[config.mk]
export PLATFORM = sky130hd
export DESIGN_NAME = packet_switch_avmm_rsp_tracker
export DESIGN_NICKNAME = d
export VERILOG_FILES = /design/src/rtl/packet_switch_avmm_rsp_tracker.sv
export SDC_FILE = /design/constraint.sdc
export NUM_CORES = 1
export LEC_CHECK = 0
export ABC_AREA = 0
export CAP_MARGIN = 20
export CORE_ASPECT_RATIO = 1.25
export CORE_MARGIN = 2
export CORE_UTILIZATION = 50
export DETAILED_ROUTE_END_ITERATION = 8
export GPL_TIMING_DRIVEN = 0
export PLACE_DENSITY = 0.75
export SYNTH_ARGS = -nofsm -noshare
export SYNTH_HDL_FRONTEND = slang
export SYNTH_SLANG_ARGS = --single-unit
[constraint.sdc]
create_clock -name clk -period 4.5 [get_ports clk]
set_input_delay 1.125 -clock clk [delete_from_list [all_inputs] [get_ports clk]]
set_output_delay 1.125 -clock clk [all_outputs]
set_load 0.005 [all_outputs]
[src/rtl/packet_switch_avmm_rsp_tracker.sv]
// packet_switch_avmm_rsp_tracker
//   Host-facing AVMM agent for the packet switch CSR path. Range-checks host
//   requests against [BASE_ADDR, BASE_ADDR+MAX_ADDR], forwards in-range
//   accesses downstream rebased to offset 0 (one cycle later), and returns
//   read responses strictly in request order. Out-of-range reads get a
//   synthesized ERR_DATA response, so the host never waits forever for
//   readdatavalid.
//
// Ports
//   clk, rst_n              clock, asynchronous active-low reset
//   host_avmm_*             host-side AVMM agent (address/read/write/
//                           writedata/byteenable in; waitrequest/readdata/
//                           readdatavalid out)
//   slv_avmm_*              downstream CSR window (address/read/write/
//                           writedata/byteenable out; readdata/readdatavalid
//                           in, no backpressure)
//   err_cnt                 saturating count of dropped (out-of-range) accesses
//   unexp_rsp               sticky: downstream data with no in-range read pending
//
// Optional build macro PKT_SW_AVMM_RSP_CODE_EN
//   adds host_avmm_response[1:0]: 2'b00 OKAY / 2'b11 DECODEERROR, valid with
//   readdatavalid, 2'b00 otherwise.
module packet_switch_avmm_rsp_tracker #(
  parameter int unsigned           ADDR_WIDTH = 8,
  parameter int unsigned           DATA_WIDTH = 32,
  parameter logic [ADDR_WIDTH-1:0] BASE_ADDR  = 'h0,
  parameter logic [ADDR_WIDTH-1:0] MAX_ADDR   = 'h8,
  parameter int unsigned           MAX_PEND   = 8,
  parameter logic [DATA_WIDTH-1:0] ERR_DATA   = 'hDEAD_BEEF
) (
  input  logic                    clk,
  input  logic                    rst_n,
  input  logic [ADDR_WIDTH-1:0]   host_avmm_address,
  input  logic                    host_avmm_read,
  input  logic                    host_avmm_write,
  input  logic [DATA_WIDTH-1:0]   host_avmm_writedata,
  input  logic [DATA_WIDTH/8-1:0] host_avmm_byteenable,
  output logic                    host_avmm_waitrequest,
  output logic [DATA_WIDTH-1:0]   host_avmm_readdata,
  output logic                    host_avmm_readdatavalid,
`ifdef PKT_SW_AVMM_RSP_CODE_EN
  output logic [1:0]              host_avmm_response,
`endif
  output logic [ADDR_WIDTH-1:0]   slv_avmm_address,
  output logic                    slv_avmm_read,
  output logic                    slv_avmm_write,
  output logic [DATA_WIDTH-1:0]   slv_avmm_writedata,
  output logic [DATA_WIDTH/8-1:0] slv_avmm_byteenable,
  input  logic [DATA_WIDTH-1:0]   slv_avmm_readdata,
  input  logic                    slv_avmm_readdatavalid,
  output logic [15:0]             err_cnt,
  output logic                    unexp_rsp
);

  localparam int unsigned PW = $clog2(MAX_PEND);
  localparam int unsigned CW = PW + 1;

  logic [ADDR_WIDTH:0] offset;
  logic                oor;
  logic                accept;
  logic                acc_rd;
  logic                acc_wr;

  logic [CW-1:0]       pend_cnt;
  logic [CW-1:0]       ir_cnt;

  logic                tag_mem [MAX_PEND];
  logic [PW-1:0]       tag_wr;
  logic [PW-1:0]       tag_rd;
  logic [CW-1:0]       tag_cnt;

  logic [DATA_WIDTH-1:0] data_mem [MAX_PEND];
  logic [PW-1:0]       data_wr;
  logic [PW-1:0]       data_rd;
  logic [CW-1:0]       data_cnt;
  logic                data_push;

  logic                head_oor;
  logic                pop_tag;
  logic                pop_data;

  // Extra MSB of the subtraction is the borrow: address below the window.
  assign offset = {1'b0, host_avmm_address} - {1'b0, BASE_ADDR};
  assign oor    = offset[ADDR_WIDTH] | (offset[ADDR_WIDTH-1:0] > MAX_ADDR);

  assign host_avmm_waitrequest = (pend_cnt == CW'(MAX_PEND));
  assign accept = (host_avmm_read | host_avmm_write) & ~host_avmm_waitrequest;
  assign acc_rd = accept & host_avmm_read;
  assign acc_wr = accept & host_avmm_write & ~host_avmm_read;

  // Downstream data is only legitimate while an in-range read lacks its data.
  assign data_push = slv_avmm_readdatavalid & (ir_cnt != '0);

  always_comb begin
    head_oor = tag_mem[tag_rd];
    pop_tag  = (tag_cnt != '0) & (head_oor | (data_cnt != '0));
    pop_data = pop_tag & ~head_oor;
  end

  always_ff @(posedge clk) begin
    if (acc_rd)    tag_mem[tag_wr]   <= oor;
    if (data_push) data_mem[data_wr] <= slv_avmm_readdata;
  end

  always_ff @(posedge clk or negedge rst_n) begin
    if (!rst_n) begin
      slv_avmm_address        <= '0;
      slv_avmm_read           <= 1'b0;
      slv_avmm_write          <= 1'b0;
      slv_avmm_writedata      <= '0;
      slv_avmm_byteenable     <= '0;
      host_avmm_readdata      <= '0;
      host_avmm_readdatavalid <= 1'b0;
`ifdef PKT_SW_AVMM_RSP_CODE_EN
      host_avmm_response      <= 2'b00;
`endif
      pend_cnt                <= '0;
      ir_cnt                  <= '0;
      tag_wr                  <= '0;
      tag_rd                  <= '0;
      tag_cnt                 <= '0;
      data_wr                 <= '0;
      data_rd                 <= '0;
      data_cnt                <= '0;
      err_cnt                 <= '0;
      unexp_rsp               <= 1'b0;
    end else begin
      slv_avmm_read  <= acc_rd & ~oor;
      slv_avmm_write <= acc_wr & ~oor;
      if (accept & ~oor) begin
        slv_avmm_address    <= offset[ADDR_WIDTH-1:0];
        slv_avmm_writedata  <= host_avmm_writedata;
        slv_avmm_byteenable <= host_avmm_byteenable;
      end

      if (acc_rd)  tag_wr <= tag_wr + PW'(1);
      if (pop_tag) tag_rd <= tag_rd + PW'(1);
      tag_cnt <= tag_cnt + CW'(acc_rd) - CW'(pop_tag);

      if (data_push) data_wr <= data_wr + PW'(1);
      if (pop_data)  data_rd <= data_rd + PW'(1);
      data_cnt <= data_cnt + CW'(data_push) - CW'(pop_data);

      ir_cnt   <= ir_cnt + CW'(acc_rd & ~oor) - CW'(data_push);
      // Slot frees only once the response has actually left toward the host.
      pend_cnt <= pend_cnt + CW'(acc_rd) - CW'(host_avmm_readdatavalid);

      host_avmm_readdatavalid <= pop_tag;
      if (pop_tag) host_avmm_readdata <= head_oor ? ERR_DATA : data_mem[data_rd];
`ifdef PKT_SW_AVMM_RSP_CODE_EN
      host_avmm_response <= (pop_tag & head_oor) ? 2'b11 : 2'b00;
`endif

      if (accept & oor & (err_cnt != '1)) err_cnt <= err_cnt + 16'd1;
      if (slv_avmm_readdatavalid & (ir_cnt == '0)) unexp_rsp <= 1'b1;
    end
  end

endmodule

==> flow_summary.toml <==
[place]
port_buffers = 177
place_worst_setup_slack_ns = 0.7214
place.gp.congestion = 0.7538
place_hpwl_um = 20030

[synth]
post_synth_fa_ha_maj_area_fraction_pct = 2.583
synth.net_count = 924
synth_area_in_compound_gates_pct = 2.345
ys_top_cells_by_area = "sky130_fd_sc_hd__edfxtp_1 (52%), sky130_fd_sc_hd__dfrtp_1 (20%), sky130_fd_sc_hd__mux4_2 (9.6%)"
muxShareOfSynthArea_pct = 15.18
synth_largest_area_cell = "sky130_fd_sc_hd__edfxtp_1"
netlist_top_cells_count = "sky130_fd_sc_hd__edfxtp_1 (264), sky130_fd_sc_hd__dfrtp_1 (124), sky130_fd_sc_hd__mux4_2 (65)"
ys_warn_count = 0
synth_top_area_share_pct = 52.13
synth-seq-cells = 388
synth_area_mm2 = 0.01521
synth.distinct_cells = 41
synth_area_in_simple_gates_pct = 3.521
synth.most_common_cell = "sky130_fd_sc_hd__edfxtp_1"
seq_area_frac_synth_pct = 72.53
synth-edff-count = 264
postSynth.asyncResetShare_pct = 31.96
syn_area_per_cell_um2 = 18.68
number_of_instances_in_the_synthesized_netlist = 814
dominantRegCellSynth = "sky130_fd_sc_hd__edfxtp_1"
largest_family_of_logic_cells_by_synthesized_area = "multiplexers"
synthXorXnorAreaFrac_pct = 1.785

[setup_path]
worst-r2r-cell-count = 11
cp.required_ns = 3.38
critical_path.endpoint_type = "primary output"
worstReg2RegEnd = "data_cnt[2]"
critical_path.top_delay_family = "buffers and inverters"
timing.setup.critical_path_class = "reg2out"
critical_path.cell_chain = "inv_1 -> ha_1 -> or3b_2 -> inv_1 -> clkdlybuf4s50_1"
worst-path-buf-inv = 3
worst_r2r_startpoint = "tag_rd[1]"
crit_path_max_incr_delay_ns = 0.51
reg_to_reg_slack_setup_ns = 1.36
critical_path.startpoint_type = "register"
path_max_fanout = 3
critical_path.most_common_cell = "sky130_fd_sc_hd__inv_1"
crit_path_dat_ns = 2.17
slowest_stage = "sky130_fd_sc_hd__clkdlybuf4s50_1"

[sta]
final.setup.worst_slack_ns = 1.209
setup_total_negative_slack_ns = 0
max_slew.worst_pin.slew_ns = 0.9313
final.period_utilization_pct = 73.14
drv_slew = 0
setup_violations = 0
final_period_minus_worst_setup_slack_ns = 3.291
final.hold.worst_slack_ns = 0.4566
rsz0062_at_grt = "false"
skew_ns = 0.01801
max-slew-margin-rel_pct = 37.91
final_hold_viol_count = 0
fmax_mhz = 303.8

[pwr]
internal_power_w = 0.008477
pwr-share-comb_pct = 32.6
power_leakage_nw = 7.034
totalPowerFinal_w = 0.01202
power_density_mw_per_mm2 = 628.7
vdd.ir_drop.worst_mv = 0.3351
power.switching_fraction_pct = 29.50
seq_power_share_pct = 41.2
power.switching_w = 0.003547
pwr-share-clk_pct = 26.2

[worst_hold_path]
worst_hold_path.num_cells = 1
hold_start = "unexp_rsp"
timing.hold.worst_endpoint = "unexp_rsp"
timing.hold.worst.class = "reg2reg"

[route]
post_drt_wl_per_cell_um = 20.40
drt_iter0_markers = 624
postRouteWirelength_um = 30370
vias = 7977
number_of_remaining_drc_errors = 0
dr_pass1_iterations = 4
antenna_left = 0
vias_per_cell = 5.357

[job]
timing.max_cap.violations = 0

[final_layout]
final_core_utilization_pct = 63.70
final_net_count = 1166
area_growth_pct = 25.76
final_layout_size_suffix_gt1_share_pct = 21.90

[floorplanning]
core.rowCount = 71
chipWidth_um = 160.0
die_height_um = 199.0
core_area_mm2 = 0.03003
design.die.area_mm2 = 0.03184
floorplan.initialDensity_pct = 50.65
io-pin-count = 178

[clock_network]
clock_tree_from_tritoncts = "yes"
cts_hold_buffers = 0
post_cts_resize_count = 0
clock_sink_count = 388
clk_latency_ns = 0.53
worst_setup_hold_path_clk_slew_ns = 0.06
tritoncts.num_buffers = 39
cts_htree_levels = 2
clk_path_buf_depth = 3
cts_post_setup_buffers_inserted = 0
cts_root_buf = "sky130_fd_sc_hd__clkbuf_16"

[grt]
grt_remaining_overflow = 0
grtUsageTotal_pct = 19.50
grt_pass1_vias = 8349
grt_start_max_net_pins = 70
antenna_found_initial = 1
grt_pass1_wl_um = 47440

[run_status]
outcome = "finished, final reports clean"
==> how the worst max path moves through the flow <==
stage | slack, ns | cells past startpoint | start | to
final | 1.21 | 5 | pend_cnt[2] | host_avmm_waitrequest
after global routing | 1.10 | 8 | slv_avmm_readdatavalid | data_mem[2][30]
after CTS | 1.17 | 5 | pend_cnt[2] | host_avmm_waitrequest
after detailed placement | 0.72 | 8 | slv_avmm_readdatavalid | data_mem[2][19]
after global placement | -2.91 | 1 | rst_n | host_avmm_readdata[23]
after floorplan | 0.25 | 5 | slv_avmm_readdatavalid | data_mem[2][0]
==> power groups by stage <==
stage	clock network [W]	registers [W]	logic, W
finish	0.00315	0.00495	0.00392
global route	0.00336	0.00503	0.00429
CTS	0.00322	0.00496	0.00400
detailed placement	0	0.00502	0.00398
global placement	0	0.00503	0.00373
floorplan	0	0.00498	0.00244
==> final cells by class <==
type | instances | area (um2)
Clock buffer | 59 | 1132
Fill cell | 2171 | 10900
Timing Repair Buffer | 201 | 2093
Sequential cell | 388 | 11030
Tap cell | 401 | 501.7
Clock inverter | 13 | 130.1
Multi-Input combinational cell | 358 | 3923
Inverter | 37 | 138.9
Buffer | 31 | 173.9
Antenna cell | 1 | 2.502
==> cell usage in the layout, fill, tap and decap left out, drive strengths merged, types with 3 or more instances in the layout <==
cell / synthesis / routed
a21oi: 29 / 29
nor3b: 4 / 4
edfxtp: 264 / 264
clkinv: 0 / 10
nand4: 5 / 5
fa: 4 / 4
inv: 37 / 38
buf: 19 / 44
xnor2: 19 / 19
nor2: 32 / 32
nor4: 3 / 3
clkdlybuf4s50: 0 / 176
nand2b: 3 / 3
and4: 3 / 3
and2: 5 / 5
ha: 25 / 25
mux4: 65 / 65
mux2: 43 / 43
dfrtp: 124 / 124
o22ai: 8 / 8
mux2i: 36 / 36
and3: 3 / 3
a21o: 5 / 5
nand2: 26 / 26
nor3: 12 / 12
clkbuf: 12 / 71
nand3: 7 / 7
xor2: 12 / 12
==> registers in the layout, indices dropped and copies added, names as in the netlist, 8 cells and up <==
register,flops
slv_avmm_address,8
host_avmm_readdata,32
tag_mem,8
slv_avmm_writedata,32
data_mem,256
err_cnt,16
==> routing by layer <==
| layer | wire [um] | vias to the layer above | GRT usage (%) |
|---|---|---|---|
| met4 | 650 | 0 | 5.639 |
| met1 | 12380 | 4062 | 24.86 |
| met5 | 0 | - | 0 |
| met2 | 15490 | 258 | 34.17 |
| met3 | 1853 | 48 | 3.982 |
| li1 | - | 3609 | - |
==> through the flow <==
step / cells / cell area [um2]
floorplan: 814 / 15210
global placement: 1392 / 17490
detailed placement: 1415 / 17850
CTS: 1487 / 19110
global route: 1489 / 19130
finish: 1489 / 19130
==> cell families (layout without fill, tap and decap cells) <==
family          count (synthesis)  after routing
compound gates                 46             46
xor+xnor                       31             31
fa+ha+maj                      29             29
buf+inv                        68            341
flops                         388            388
mux                           144            144
other cells                     0              1
simple gates                  108            108
No activity file was read; power rests on OpenSTA's default activity.
